`config.mk`:
```
export PLATFORM = sky130hd
export DESIGN_NAME = rf_wb_arbiter
export DESIGN_NICKNAME = d
export VERILOG_FILES = /design/src/rtl/rf_wb_arbiter_pkg.sv /design/src/rtl/rf_wb_queue.sv /design/src/rtl/rf_wb_arbiter.sv
export SDC_FILE = /design/constraint.sdc
export NUM_CORES = 1
export LEC_CHECK = 0
export ABC_AREA = 1
export CAP_MARGIN = 5
export CORE_UTILIZATION = 51
export DETAILED_ROUTE_END_ITERATION = 7
export HOLD_SLACK_MARGIN = 0.15
export PLACE_DENSITY = 0.74
export SLEW_MARGIN = 20
export SYNTH_ARGS = -nofsm -noshare
export SYNTH_HDL_FRONTEND = slang
export SYNTH_SLANG_ARGS = --single-unit
```
`constraint.sdc`:
```
create_clock -name clk -period 2.1 [get_ports clk]
set_input_delay 0.315 -clock clk [delete_from_list [all_inputs] [get_ports clk]]
set_output_delay 0.315 -clock clk [all_outputs]
set_load 0.01 [all_outputs]
```
`src/rtl/rf_wb_arbiter_pkg.sv`:
```
// Shared types and constants for the register-file write-back arbiter.
package rf_wb_arbiter_pkg;

    localparam int unsigned RF_AW    = 5;
    localparam int unsigned RF_DW    = 32;
    localparam int unsigned ZERO_REG = 0;

    // Load queue record at the default widths.
    typedef struct packed {
        logic             live;
        logic [RF_AW-1:0] addr;
        logic [RF_DW-1:0] data;
    } wb_entry_t;

endpackage

```
`src/rtl/rf_wb_queue.sv`:
```
// Load-result FIFO with per-entry WAW kill and pending-register scoreboard.
module rf_wb_queue
    import rf_wb_arbiter_pkg::*;
#(
    parameter int unsigned DEPTH = 4,
    parameter int unsigned AW    = RF_AW,
    parameter int unsigned DW    = RF_DW
) (
    input  logic          clk,
    input  logic          rst,
    input  logic          push,
    input  logic [AW-1:0] push_addr,
    input  logic [DW-1:0] push_data,
    input  logic          pop,
    input  logic          kill,
    input  logic [AW-1:0] kill_addr,
    input  logic [AW-1:0] rd1,
    input  logic [AW-1:0] rd2,
    output logic          full,
    output logic          empty,
    output logic          head_live,
    output logic [AW-1:0] head_addr,
    output logic [DW-1:0] head_data,
    output logic          busy1,
    output logic          busy2
);

    localparam int unsigned PW = $clog2(DEPTH);

    typedef struct packed {
        logic          live;
        logic [AW-1:0] addr;
        logic [DW-1:0] data;
    } entry_t;

    entry_t        mem_q [DEPTH];
    entry_t        mem_d [DEPTH];
    logic [PW:0]   wptr_q, wptr_d, rptr_q, rptr_d;
    logic          hit1, hit2;

    assign empty     = (wptr_q == rptr_q);
    assign full      = (wptr_q[PW] != rptr_q[PW]) && (wptr_q[PW-1:0] == rptr_q[PW-1:0]);
    assign head_live = mem_q[rptr_q[PW-1:0]].live;
    assign head_addr = mem_q[rptr_q[PW-1:0]].addr;
    assign head_data = mem_q[rptr_q[PW-1:0]].data;

    // Kill first, then push, so a load enqueued alongside the ALU write survives.
    always_comb begin
        mem_d  = mem_q;
        wptr_d = wptr_q;
        rptr_d = rptr_q;
        for (int unsigned i = 0; i < DEPTH; i++) begin
            if (kill && (mem_q[PW'(i)].addr == kill_addr)) begin
                mem_d[PW'(i)].live = 1'b0;
            end
        end
        if (pop) begin
            mem_d[rptr_q[PW-1:0]].live = 1'b0;
            rptr_d = rptr_q + 1'b1;
        end
        if (push) begin
            mem_d[wptr_q[PW-1:0]] = '{live: 1'b1, addr: push_addr, data: push_data};
            wptr_d = wptr_q + 1'b1;
        end
    end

    always_comb begin
        hit1 = 1'b0;
        hit2 = 1'b0;
        for (int unsigned i = 0; i < DEPTH; i++) begin
            hit1 |= mem_q[PW'(i)].live && (mem_q[PW'(i)].addr == rd1);
            hit2 |= mem_q[PW'(i)].live && (mem_q[PW'(i)].addr == rd2);
        end
        busy1 = hit1 && (rd1 != AW'(ZERO_REG));
        busy2 = hit2 && (rd2 != AW'(ZERO_REG));
    end

    always_ff @(posedge clk) begin
        if (rst) begin
            wptr_q <= '0;
            rptr_q <= '0;
            for (int unsigned i = 0; i < DEPTH; i++) begin
                mem_q[PW'(i)] <= '0;
            end
        end else begin
            wptr_q <= wptr_d;
            rptr_q <= rptr_d;
            mem_q  <= mem_d;
        end
    end

endmodule

```
`src/rtl/rf_wb_arbiter.sv`:
```
// Register-file write-port sequencer: ALU writes win, queued loads drain in idle cycles.
// Optional RF_WB_BYPASS_EN adds fwd_* ports and masks busy for the address being written.
module rf_wb_arbiter
    import rf_wb_arbiter_pkg::*;
#(
    parameter int unsigned DEPTH = 4,
    parameter int unsigned DW    = RF_DW,
    parameter int unsigned AW    = RF_AW
) (
    input  logic          clk,
    input  logic          rst,
    input  logic          alu_valid,
    input  logic [AW-1:0] alu_wr,
    input  logic [DW-1:0] alu_wd,
    input  logic          ld_valid,
    output logic          ld_ready,
    input  logic [AW-1:0] ld_wr,
    input  logic [DW-1:0] ld_wd,
    input  logic [AW-1:0] rD1,
    input  logic [AW-1:0] rD2,
    output logic          busy1,
    output logic          busy2,
`ifdef RF_WB_BYPASS_EN
    output logic          fwd_valid,
    output logic [AW-1:0] fwd_addr,
    output logic [DW-1:0] fwd_data,
`endif
    output logic          we,
    output logic [AW-1:0] wR,
    output logic [DW-1:0] wD
);

    logic          q_full, q_empty, q_head_live, q_busy1, q_busy2;
    logic [AW-1:0] q_head_addr;
    logic [DW-1:0] q_head_data;
    logic          alu_issue, push, pop;
    logic          we_q, we_d;
    logic [AW-1:0] wr_q, wr_d;
    logic [DW-1:0] wd_q, wd_d;

    assign alu_issue = alu_valid && (alu_wr != AW'(ZERO_REG));
    assign ld_ready  = !rst && !q_full;
    // Loads to the zero register are consumed without being queued.
    assign push      = ld_valid && ld_ready && (ld_wr != AW'(ZERO_REG));
    assign pop       = !alu_issue && !q_empty;

    rf_wb_queue #(
        .DEPTH (DEPTH),
        .AW    (AW),
        .DW    (DW)
    ) u_queue (
        .clk       (clk),
        .rst       (rst),
        .push      (push),
        .push_addr (ld_wr),
        .push_data (ld_wd),
        .pop       (pop),
        .kill      (alu_issue),
        .kill_addr (alu_wr),
        .rd1       (rD1),
        .rd2       (rD2),
        .full      (q_full),
        .empty     (q_empty),
        .head_live (q_head_live),
        .head_addr (q_head_addr),
        .head_data (q_head_data),
        .busy1     (q_busy1),
        .busy2     (q_busy2)
    );

    always_comb begin
        we_d = 1'b0;
        wr_d = '0;
        wd_d = '0;
        if (alu_issue) begin
            we_d = 1'b1;
            wr_d = alu_wr;
            wd_d = alu_wd;
        end else if (pop && q_head_live) begin
            we_d = 1'b1;
            wr_d = q_head_addr;
            wd_d = q_head_data;
        end
    end

    always_ff @(posedge clk) begin
        if (rst) begin
            we_q <= 1'b0;
            wr_q <= '0;
            wd_q <= '0;
        end else begin
            we_q <= we_d;
            wr_q <= wr_d;
            wd_q <= wd_d;
        end
    end

    assign we = we_q;
    assign wR = wr_q;
    assign wD = wd_q;

`ifdef RF_WB_BYPASS_EN
    assign fwd_valid = we_q;
    assign fwd_addr  = wr_q;
    assign fwd_data  = wd_q;
    assign busy1     = q_busy1 && !(we_q && (wr_q == rD1));
    assign busy2     = q_busy2 && !(we_q && (wr_q == rD2));
`else
    assign busy1     = q_busy1;
    assign busy2     = q_busy2;
`endif

endmodule
```
After elaboration in Yosys (flattened, before gate mapping)

Index checks and enable logic that the tools add are counted.

Eq/ne operators: 15
Shift operators: 0
Reduce and logical (&&, ||, !) cells: 31
Mux-type cells: 21
Bitwise gates (word level): 8
Divide/modulo/power cells: 0
Add/sub/neg operators: 2
$mul: 0
$lt $le $gt $ge: 4

Operators by type and width:

| cell                                                                  | count |
|---|---|
| 152-bit bitwise mux                                                   | 2 |
| 152-bit two-way mux                                                   | 2 |
| 38-bit demux with 2-bit select                                        | 2 |
| 38-bit two-way mux                                                    | 4 |
| 38-bit binary-select mux with 2-bit select                            | 1 |
| 32-bit two-way mux                                                    | 2 |
| 5-bit equality test                                                   | 12 |
| 1-bit logical AND                                                     | 23 |
| 5-bit nonzero test                                                    | 4 |
| 5-bit two-way mux                                                     | 2 |
| 3-bit by 1-bit adder with 3-bit output (second input constant)        | 2 |
| 3-bit >= comparator (second input constant)                           | 2 |
| 3-bit by 1-bit < comparator with 1-bit output (second input constant) | 2 |
| 1-bit two-way mux                                                     | 6 |
| 2-bit NOT with 3-bit output                                           | 2 |
| 1-bit OR                                                              | 6 |
| 1-bit zero test                                                       | 4 |
| 3-bit equality test                                                   | 1 |
| 2-bit equality test                                                   | 1 |
| 1-bit inequality test                                                 | 1 |

Memories kept: 0
ROM bits: 0
Input bits: 88
Output and inout bits: 41
RAM bits: 0
Bits in latches: 0
Bits in registers: 196
Word-level logic and storage cells: 98

Depth between registers and ports, before layout

Gate-level depths: netlist of the first run.

Word-level depth: 9
Gate-level depth with buffers: 12
Gate-level depth less buffers: 8

Hierarchy

A second synthesis of the first run with hierarchy kept.

Cells, all modules: 1352
Area total of the unflattened synthesis: 10063.4 um2

Modules (own cells, without submodules):

| module        | cells each | seq. area each (um2) | area each (um2) | times used |
|---|---|---|---|---|
| rf_wb_queue   | 1166       | 3163.0               | 8535.7          | 1 |
| rf_wb_arbiter | 186        | 760.7                | 1527.7          | 1 |

Worst setup path before layout of the first run

OpenSTA, ideal clock, no wires.

Kind: register to register
Start: reg u_queue.rptr_q[0]
End: reg u_queue.rptr_q[1]
Path slack: 534 ps
Buffers on the path: 3
Required time: 1965 ps
Data arrival time: 1431 ps
Period minus slack after synthesis: 1566 ps
Setup time: 135 ps
Stages on the path, launching flop included: 8
Path through: dfxtp_1 -> buf_4 -> clkinv_1 -> buf_2 -> buf_2 -> ha_1 -> o21ai_0 -> a21oi_1

Cells in the longest elaborated chain, start to end: 3
Elaborated cells between the ends (all ways): 4
Classes of those cells: add/sub: 1; eq/ne: 1; reduce/logical: 2

RTL lines:

| element                                                                        | RTL line          | RTL |
|---|---|---|
| start, declared                                                                | rf_wb_queue.sv:38 | `logic [PW:0] wptr_q, wptr_d, rptr_q, rptr_d;` |
| start signal, assigned                                                         | rf_wb_queue.sv:87 | `rptr_q <= rptr_d;` |
| branches (longest 3 deep; another with 3-bit by 1-bit adder with 3-bit output) | --                |  |

Parallel ways; which one is timed is not known.
A chain may end at the register's enable or synchronous reset.

Worst setup path after layout of the first run

Start: reg u_queue.mem_q[33] (netlist name)
End: out busy1

Cells in the longest elaborated chain, start to end: 4

RTL lines:

| element                | RTL line            | RTL |
|---|---|---|
| start, declared        | rf_wb_queue.sv:36   | `entry_t mem_q [DEPTH];` |
| start signal, assigned | rf_wb_queue.sv:88   | `mem_q <= mem_d;` |
| 5-bit equality test    | rf_wb_queue.sv:71   | `hit1 \|= mem_q[PW'(i)].live && (mem_q[PW'(i)].addr == rd1);` |
| 1-bit logical AND      | rf_wb_queue.sv:71   |  |
| 1-bit OR               | rf_wb_queue.sv:71   |  |
| 1-bit logical AND      | rf_wb_queue.sv:74   | `busy1 = hit1 && (rd1 != AW'(ZERO_REG));` |
| end, declared          | rf_wb_arbiter.sv:21 | `output logic busy1,` |

No other way between the ends.

==> results.txt, run 1 <==
- Max frequency: 499 MHz
- In this run, synthesis inferred 0 flip-flops with an integrated enable.
* Wire length of the first global-routing pass: 43600 µm
* Clock tree buffer depth: 2
- Count of endpoints failing hold in the final timing report: 0
- In this run the power density over the cells is 778 mW/mm².
* Clock slew at reported path FFs: 70 ps
- The count of cells in the finished layout, fillers not included, comes to 1952.
- From synthesis to final layout, the design area changed by 22.8%.
- Final design instance area without fill: 0.0123 mm²
- Gate count of the mapped netlist: 1575
- Number of max-slew violations in the final report: 0
* Die Height: 142 µm
- Core ar.: 0.0190 mm²
* Predominant post-synthesis flop cell: sky130_fd_sc_hd__dfxtp_1
* Multi-input gate area: 0.00487 mm²
- Portion of total power attributed to sequential cells: 41.6%
- The net count of the finished layout is 1775.
- The clock net in this run drives a total of 196 sinks.
- In this run the static leakage power is 0.00604 µW.
- The repair_antennas step left the layout with diodes totalling 0.
* Average size of a mapped cell: 6.34 µm²
- The tool flagged a number of max-cap violations equal to 0.
* I/O pin count: 129
* Setup violation total in the final timing report: 0
* Minimum clock period: 2010 ps
- Overall fraction of global-route tracks in use: 27.3%
* Final clock period utilization by the worst path: 95.5%
- By startpoint and endpoint, the worst setup path is classified as flip-flop to output port.
* Critical path launch point type: flip-flop
- The share of total power dissipated in the clock network is 38.6%.
- For the worst-skew pair, the clock arrives at the later sink with an insertion delay of 440 ps.
- Input and output buffers added on the ports amount to 128.
- Worst clock skew: 13.1 ps
- X dimension of the die: 142 µm
- Critical path's top delay family: buffers and inverters
- Cell accounting for the most synthesized area: sky130_fd_sc_hd__dfxtp_1
* Switching share of power: 29.2%
- In the layout the commonest cells are sky130_fd_sc_hd__nand2_1, sky130_fd_sc_hd__nor2_1, sky130_fd_sc_hd__dfxtp_1.
* Most frequent standard cell in the layout excluding fill and tap cells: sky130_fd_sc_hd__nand2_1
- In this run the cell area of the synthesized design comes to 0.00999 mm².
* Critical Path Most Common Cell: sky130_fd_sc_hd__nor2_1
- At the pin with the least slew margin, the transition time is 693 ps.
- The worst pin sits at a relative slew slack of 53.8%.
- Once detailed placement completed, the half-perimeter wirelength came to 17300 µm.
* Power share of the combinational group: 19.8%
- The detail route stage leaves a number of antenna-violating nets equal to 0.
* Crit Path Max Fanout: 3
* CP max stage delay: 340 ps
- Register area: 0.00397 mm²
* Library cells used by synthesis: 30
- Number of vias after detailed routing: 9677
- The Yosys step of the flow raised 0 warnings.
- Inst Count DP: 1918
* Nature of the critical path endpoint: output port
- The floorplan step defined a die boundary enclosing 0.0201 mm².
* Fraction of the yosys area taken by sequential cells: 39.3%
- The number of nets in the synthesized netlist is 1671.
- Flip-flop and latch count after synthesis: 196
* Weighted congestion reported at the end of routability-driven placement: 0.992
* Fraction of post-synthesis cell area in the top cell type by area: 39.3%
* Cell-internal power: 6760 µW
* Cell Area, Placed: 0.0115 mm²
* Number of levels in the clock H-tree: 4
* Worst-path cell chain: buf_4, o22ai_1, nor2_1, nand3_1, nand2_1, nor2_1, nor2_1, dlygate4sd2_1
- The number of antenna violations at the first check in global routing came to 0.
* Number of standard-cell rows in the floorplan: 50
* Largest net degree at the start of global routing: 92
* First-pass iteration count of the detailed router: 5
* Synth async-reset ratio: 0%
- Number of clock buffers inserted by TritonCTS: 17
- At the worst endpoint, the arrival time is 1690 ps.
- Switching power summed over all nets: 2780 µW
- The via count of the first global-routing pass was 8823.
- After global routing the overflow that remains totals 0.
- Slowest cell on crit path: sky130_fd_sc_hd__dfxtp_2
- Final hold slack: 428 ps
* Total buffers and inverters traversed by the critical path: 2
* Run status: finished clean
- Clock tree root buffer cell: sky130_fd_sc_hd__clkbuf_16
- After filler insertion, the fill cell instance count of the layout stands at 1758.
* Fraction of final layout cells with drive strength greater than 1: 9.81%
- After detailed routing, the average wire length per cell comes to 13.5 µm.
* CTS tree: done
- For this block, the initial DRC count from the detailed router was 616.
* Cells taking the most area after synthesis: sky130_fd_sc_hd__dfxtp_1, sky130_fd_sc_hd__nand2_1, sky130_fd_sc_hd__nor2_1
- In the routed layout, each cell is associated on average with a via count of 4.96.
- Initial core utilization: 52.7%
- After detailed routing, the total wire length is 26400 µm.
* Required time of the critical path: 1780 ps
- In this run the worst hold path is classified as primary input to flip-flop.
- After detailed routing, the number of remaining DRC violations is 0.
- Maximum resistive drop on vdd: 0.642 mV
==> power by group through the flow <==
stage / clock network (µW) / registers, µW / logic [µW]
3_5_place_dp: 0 / 4050 / 1880
2_1_floorplan: 0 / 4040 / 1220
6_report: 3680 / 3970 / 1890
4_1_cts: 3730 / 3970 / 1890
3_3_place_gp: 0 / 4050 / 1860
5_1_grt: 3880 / 3990 / 2130
==> cells in the mapped netlist (14+ instances only) <==
| cell type | n |
|---|---|
| sky130_fd_sc_hd__o21ai_0 | 89 |
| sky130_fd_sc_hd__a21oi_1 | 104 |
| sky130_fd_sc_hd__a21oi_2 | 20 |
| sky130_fd_sc_hd__buf_2 | 30 |
| sky130_fd_sc_hd__nand3_1 | 20 |
| sky130_fd_sc_hd__buf_6 | 14 |
| sky130_fd_sc_hd__nor2_1 | 352 |
| sky130_fd_sc_hd__inv_1 | 169 |
| sky130_fd_sc_hd__nand2_1 | 455 |
| sky130_fd_sc_hd__dfxtp_1 | 196 |
| sky130_fd_sc_hd__clkbuf_1 | 27 |
| sky130_fd_sc_hd__buf_4 | 14 |
| sky130_fd_sc_hd__o22ai_1 | 14 |
==> metal layers <==
layer	share of wire [%]	vias up	routed length, µm	GRT usage [%]
met1	46	4356	12100	35.2
met5	0	-	0	0
met4	2.0	0	531	10.5
met3	5.6	43	1470	4.41
met2	47	274	12300	45.6
li1	-	5004	-	-
==> what timing repair did <==
| action | in CTS | in global routing |
|---|---|---|
| hold buffers | 0 | 0 |
| pin swaps | 0 | 1 |
| setup buffers | 2 | 0 |
| setup endpoints to repair | 3 | 2 |
| gates resized for setup | 46 | 17 |
==> flip-flops by register name (all words and copies together), names as in the netlist <==
register and flops:
u_queue.mem_q 152, wR 5, we 1, u_queue.wptr_q 3
wD 32, u_queue.rptr_q 3
==> worst reg2reg max path: cells and delay by family (launching register included) <==
family          cells  cell delay, ps
compound gates      2             190
flops               1             390
buf+inv             3             680
simple gates        5             540
==> metrics by stage <==
stage	util [%]	setup slack [ps]	power, µW	setup TNS (ps)
floorplan	-	534	5270	0
global placement	60.9	-298	5910	-577
detailed placement	60.9	-290	5930	-533
CTS	64.5	30.9	9590	0
global route	64.7	-11.0	9990	-11.0
finish	64.7	94.0	9540	0
==> area by class of cell <==
class	count	share of cell area [%]
Sequential cell	196	32.4
Clock buffer	17	3.47
Tap cell	260	2.65
Multi-Input combinational cell	1113	39.7
Inverter	174	5.37
Clock inverter	15	2.00
Timing Repair Buffer	177	14.5
==> path summary, 6_finish.rpt <==
| kind | start | end | slack (ps) | depth (start not counted) |
|---|---|---|---|---|
| max | u_queue.mem_q[33] | busy1 | 90 | 8 |
| min | rst | u_queue.wptr_q[1] | 430 | 6 |
| max reg2reg | u_queue.rptr_q[0] | wD[16] | 240 | 10 |
| min reg2reg | u_queue.mem_q[17] | u_queue.mem_q[17] | 510 | 4 |
==> kinds of logic after synthesis <==
logic type      synth area share (%)
compound gates                  12.4
simple gates                    33.4
xor+xnor                        1.83
flops                           39.3
fa+ha+maj                       1.00
buf+inv                         12.1
(Power assumes the default switching activity.)
==> run 2: changes to the inputs <==
==> constraint.sdc (replaced) <==
create_clock -name clk -period 2.1 [get_ports clk]
set_input_delay 0.315 -clock clk [delete_from_list [all_inputs] [get_ports clk]]
set_output_delay 0.315 -clock clk [all_outputs]
set_load 0.02 [all_outputs]
==> run 2 against run 1 <==
  * Utilization shrank 0.81 points
  * Sequential share of layout area grew 0.21 points
  * Via count shrank 0.10%
  * Largest power group unchanged
  * Die area is the same
  * Critical endpoint unchanged
  * First-iteration DRC count grew 22%
  * Sequential cell count is the same
  * Maximum frequency grew 2.4%
==> results.txt, run 2 (synthesized netlist as in run 1, its figures left out) <==
- Iter 0 DRT Violations: 751 (was 616)
* Critical path's top delay family: flip-flops (was buffers and inverters)
- The launch point of the critical path is u_queue.mem_q[148] (was u_queue.mem_q[33]).
* Hold_sp: rst (unchanged)
- The worst path setup slack after routing came to 140 ps (was 94.0 ps).
- The stage delay of the slowest cell on the critical path is 420 ps (was 340 ps).
* Number of standard-cell rows in the floorplan: 50 (unchanged)
- The power spent charging and discharging nets is 2750 µW (was 2780 µW).
- The area occupied by multi-input gates is 0.00486 mm² (was 0.00487 mm²).
- The internal power is 6390 µW (was 6760 µW).
* Cts-stage hold buffer count: 0 (unchanged)
- The remaining max-slew budget at the tightest pin is 54.6% (was 53.8%).
- Largest net degree at the start of global routing: 102 (was 92)
- The CTS clock-pin slew for the worst setup and hold paths is 70 ps (about the same).
- Clock tree root buffer cell: sky130_fd_sc_hd__clkbuf_16 (unchanged)
- Core ar.: 0.0190 mm² (unchanged)
* Number of levels in the clock H-tree: 4 (unchanged)
- The critical path data required time came to 1780 ps (about the same).
- Fraction of final layout cells with drive strength greater than 1: 8.81% (was 9.81%)
- The critical setup path kind is flip-flop to output port (unchanged).
- Overall fraction of global-route tracks in use: 26.6% (was 27.3%)
- The number of nets with antenna violations after detailed routing is 0 (unchanged).
- The minimum period implied by the final worst setup slack came to 1960 ps (was 2010 ps).
* GRT overflow: 0 (unchanged)
* Pwr Density: 755 mW/mm² (was 778 mW/mm²)
- Critical path launch point type: flip-flop (unchanged)
* I/O pin count: 129 (unchanged)
- The number of antenna violations at the first check in global routing is 0 (unchanged).
* Weighted congestion reported at the end of routability-driven placement: 1.04 (was 0.992)
* Total wirelength of the detailed-routed design: 26400 µm (about the same)
* Initial core utilization: 52.7% (unchanged)
- Post-DP HPWL: 17200 µm (was 17300 µm)
- The top fanout value on the critical path was 3 (unchanged).
- The most flop-heavy register is u_queue.mem_q (unchanged).
* Critical Path Most Common Cell: sky130_fd_sc_hd__nor2_1 (unchanged)
* Unrepaired setup endpoints after global routing: false
- Nature of the critical path endpoint: output port (unchanged)
- Data arrival at the endpoint of the critical path: 1640 ps (was 1690 ps)
* Switching share of power: 30.1% (was 29.2%)
- DRC violations left: 0 (unchanged)
- The global-route wire length before repair is 42600 µm (was 43600 µm).
- The largest clock skew in the final design is 9.55 ps (was 13.1 ps).
* Setup violation total in the final timing report: 0 (unchanged)
- Most frequent standard cell in the layout excluding fill and tap cells: sky130_fd_sc_hd__nand2_1 (unchanged)
- Worst min-delay path category: primary input to flip-flop (unchanged)
- Run status: finished clean (unchanged)
- The final number of max-transition violations came to 0 (unchanged).
* Die outline area: 0.0201 mm² (unchanged)
- The per-cell routed wire length came to 13.5 µm (about the same).
* Number of buffers added on ports: 128 (unchanged)
- Count of endpoints failing hold in the final timing report: 0 (unchanged)
- The count of maximum capacitance violations came to 0 (unchanged).
- The peak ir drop on the vdd network is 0.614 mV (was 0.642 mV).
* Filler cell count: 1777 (was 1758)
- Leakage power of the design: 0.00600 µW (was 0.00604 µW)
- The synthesis-to-finish area growth came to 21.3% (was 22.8%).
- Leading cell types in the layout, fill and taps excluded: sky130_fd_sc_hd__nand2_1, sky130_fd_sc_hd__nor2_1, sky130_fd_sc_hd__dfxtp_1 (unchanged)
- The die span in y was 142 µm (unchanged).
- The register area is 0.00395 mm² (was 0.00397 mm²).
- Worst-path cell chain: buf_4, o22ai_1, nor2_1, nand3_1, nand2_1, nor2_1, nor2_1, buf_2 (was buf_4, o22ai_1, nor2_1, nand3_1, nand2_1, nor2_1, nor2_1, dlygate4sd2_1)
* X dimension of the die: 142 µm (unchanged)
- Total buffers and inverters traversed by the critical path: 2 (unchanged)
- The share of power burned in registers is 43.4% (was 41.6%).
* Net total in the final layout: 1774 (was 1775)
- The number of antenna cells inserted was 0 (unchanged).
- The slowest stage cell on the critical path was sky130_fd_sc_hd__dfxtp_1 (was sky130_fd_sc_hd__dfxtp_2).
- First-pass iteration count of the detailed router: 5 (unchanged)
* Flip-flop count of the largest register, all copies and words added: 152 (unchanged)
- Clock tree sinks: 196 (unchanged)
- Final clock period utilization by the worst path: 93.3% (was 95.5%)
- Max frequency: 510 MHz (was 499 MHz)
- The core occupancy in the finished layout was 63.9% (was 64.7%).
- Startpoint of the worst register-to-register path: u_queue.rptr_q[0] (unchanged)
- The actual transition at the worst max-transition pin is 681 ps (was 693 ps).
- Clock tree buffer depth: 2 (unchanged)
* Worst setup slack after placement: -359 ps (was -290 ps)
- Number of vias after detailed routing: 9667 (was 9677)
* Number of clock buffers inserted by TritonCTS: 17 (unchanged)
- CTS tree: done (unchanged)
- Via-to-Cell Ratio: 4.95 (was 4.96)
- Power share of the combinational group: 21.1% (was 19.8%)
- Relative contribution of the clock network to total power: 35.5% (was 38.6%)
* Via count of the first global-routing pass: 8531 (was 8823)
- The source-to-sink clock delay at the later pin of the worst-skew pair is 440 ps (about the same).
-- run 2: cell types whose count changed in the layout (fill, tap and decap cells not counted), moves of 3 or more --
cell,previous run,this run
sky130_fd_sc_hd__buf_12,11,8
sky130_fd_sc_hd__dlygate4sd2_1,10,2
sky130_fd_sc_hd__clkbuf_1,0,3
sky130_fd_sc_hd__dfxtp_1,172,181
sky130_fd_sc_hd__bufinv_16,5,2
sky130_fd_sc_hd__dlymetal6s2s_1,2,7
sky130_fd_sc_hd__inv_2,20,15
sky130_fd_sc_hd__dfxtp_2,18,14
sky130_fd_sc_hd__o21ai_1,5,2
sky130_fd_sc_hd__o21ai_0,86,89
sky130_fd_sc_hd__dfxtp_4,6,1
sky130_fd_sc_hd__inv_1,152,158
-- run 2: layout make-up --
cell class / count / area share (%)
clock buffers: 20 / 3.61
clock inverters: 12 / 1.23
inverters: 174 / 5.41
multi-input cells: 1113 / 40.2
flip-flops and latches: 196 / 32.6
well taps: 260 / 2.69
repair buffers: 176 / 14.3
-- run 2: what timing repair did --
action | in CTS | in global routing
setup endpoints to repair | 3 | 3
gates cloned | 0 | 0
buffers inserted | 0 | 1
resized for setup | 14 | 30
-- run 2: through the flow --
step | instances | setup TNS, ps | total power, µW | instance area [µm²] | hold slack [ps]
CTS | 1950 | 0 | 9200 | 12100 | 269
finish | 1951 | 0 | 9140 | 12100 | 290
global placement | 1918 | -709 | 5940 | 11500 | 492
global route | 1951 | 0 | 9600 | 12100 | 287
floorplan | 1575 | 0 | 5300 | 9990 | 450
detailed placement | 1918 | -673 | 5960 | 11500 | 495
-- run 2: worst paths after layout --
kind         slack (ps)  depth (start not counted)            endpoint
max                 140                          8               busy1
min                 290                          4  u_queue.mem_q[115]
max reg2reg         290                          7               wR[2]
min reg2reg         510                          4  u_queue.mem_q[125]
-- run 2: power groups by stage --
stage | Combinational [µW] | Clock, µW | Sequential, µW
2_1_floorplan | 1230 | 0 | 4070
3_3_place_gp | 1890 | 0 | 4040
3_5_place_dp | 1910 | 0 | 4050
4_1_cts | 1930 | 3310 | 3960
5_1_grt | 2150 | 3480 | 3980
6_report | 1930 | 3240 | 3970
-- run 2: worst register-to-register path, stage by stage, from the launching register on --
cell and delay (ps):
sky130_fd_sc_hd__dfxtp_2 350, sky130_fd_sc_hd__buf_4 360, sky130_fd_sc_hd__buf_4 470, sky130_fd_sc_hd__a21oi_1 130, sky130_fd_sc_hd__o21ai_0 120, sky130_fd_sc_hd__nand2_1 110, sky130_fd_sc_hd__nand2_1 80, sky130_fd_sc_hd__a21oi_1 60
-- run 2: routing by layer --
metal	wire, µm	track usage [%]	up-vias	share of wire, %
li1	-	-	4990	-
met1	12000	35.0	4334	45
met2	12300	44.6	299	47
met3	1540	4.34	44	5.8
met4	613	8.32	0	2.3
met5	0	0	-	0
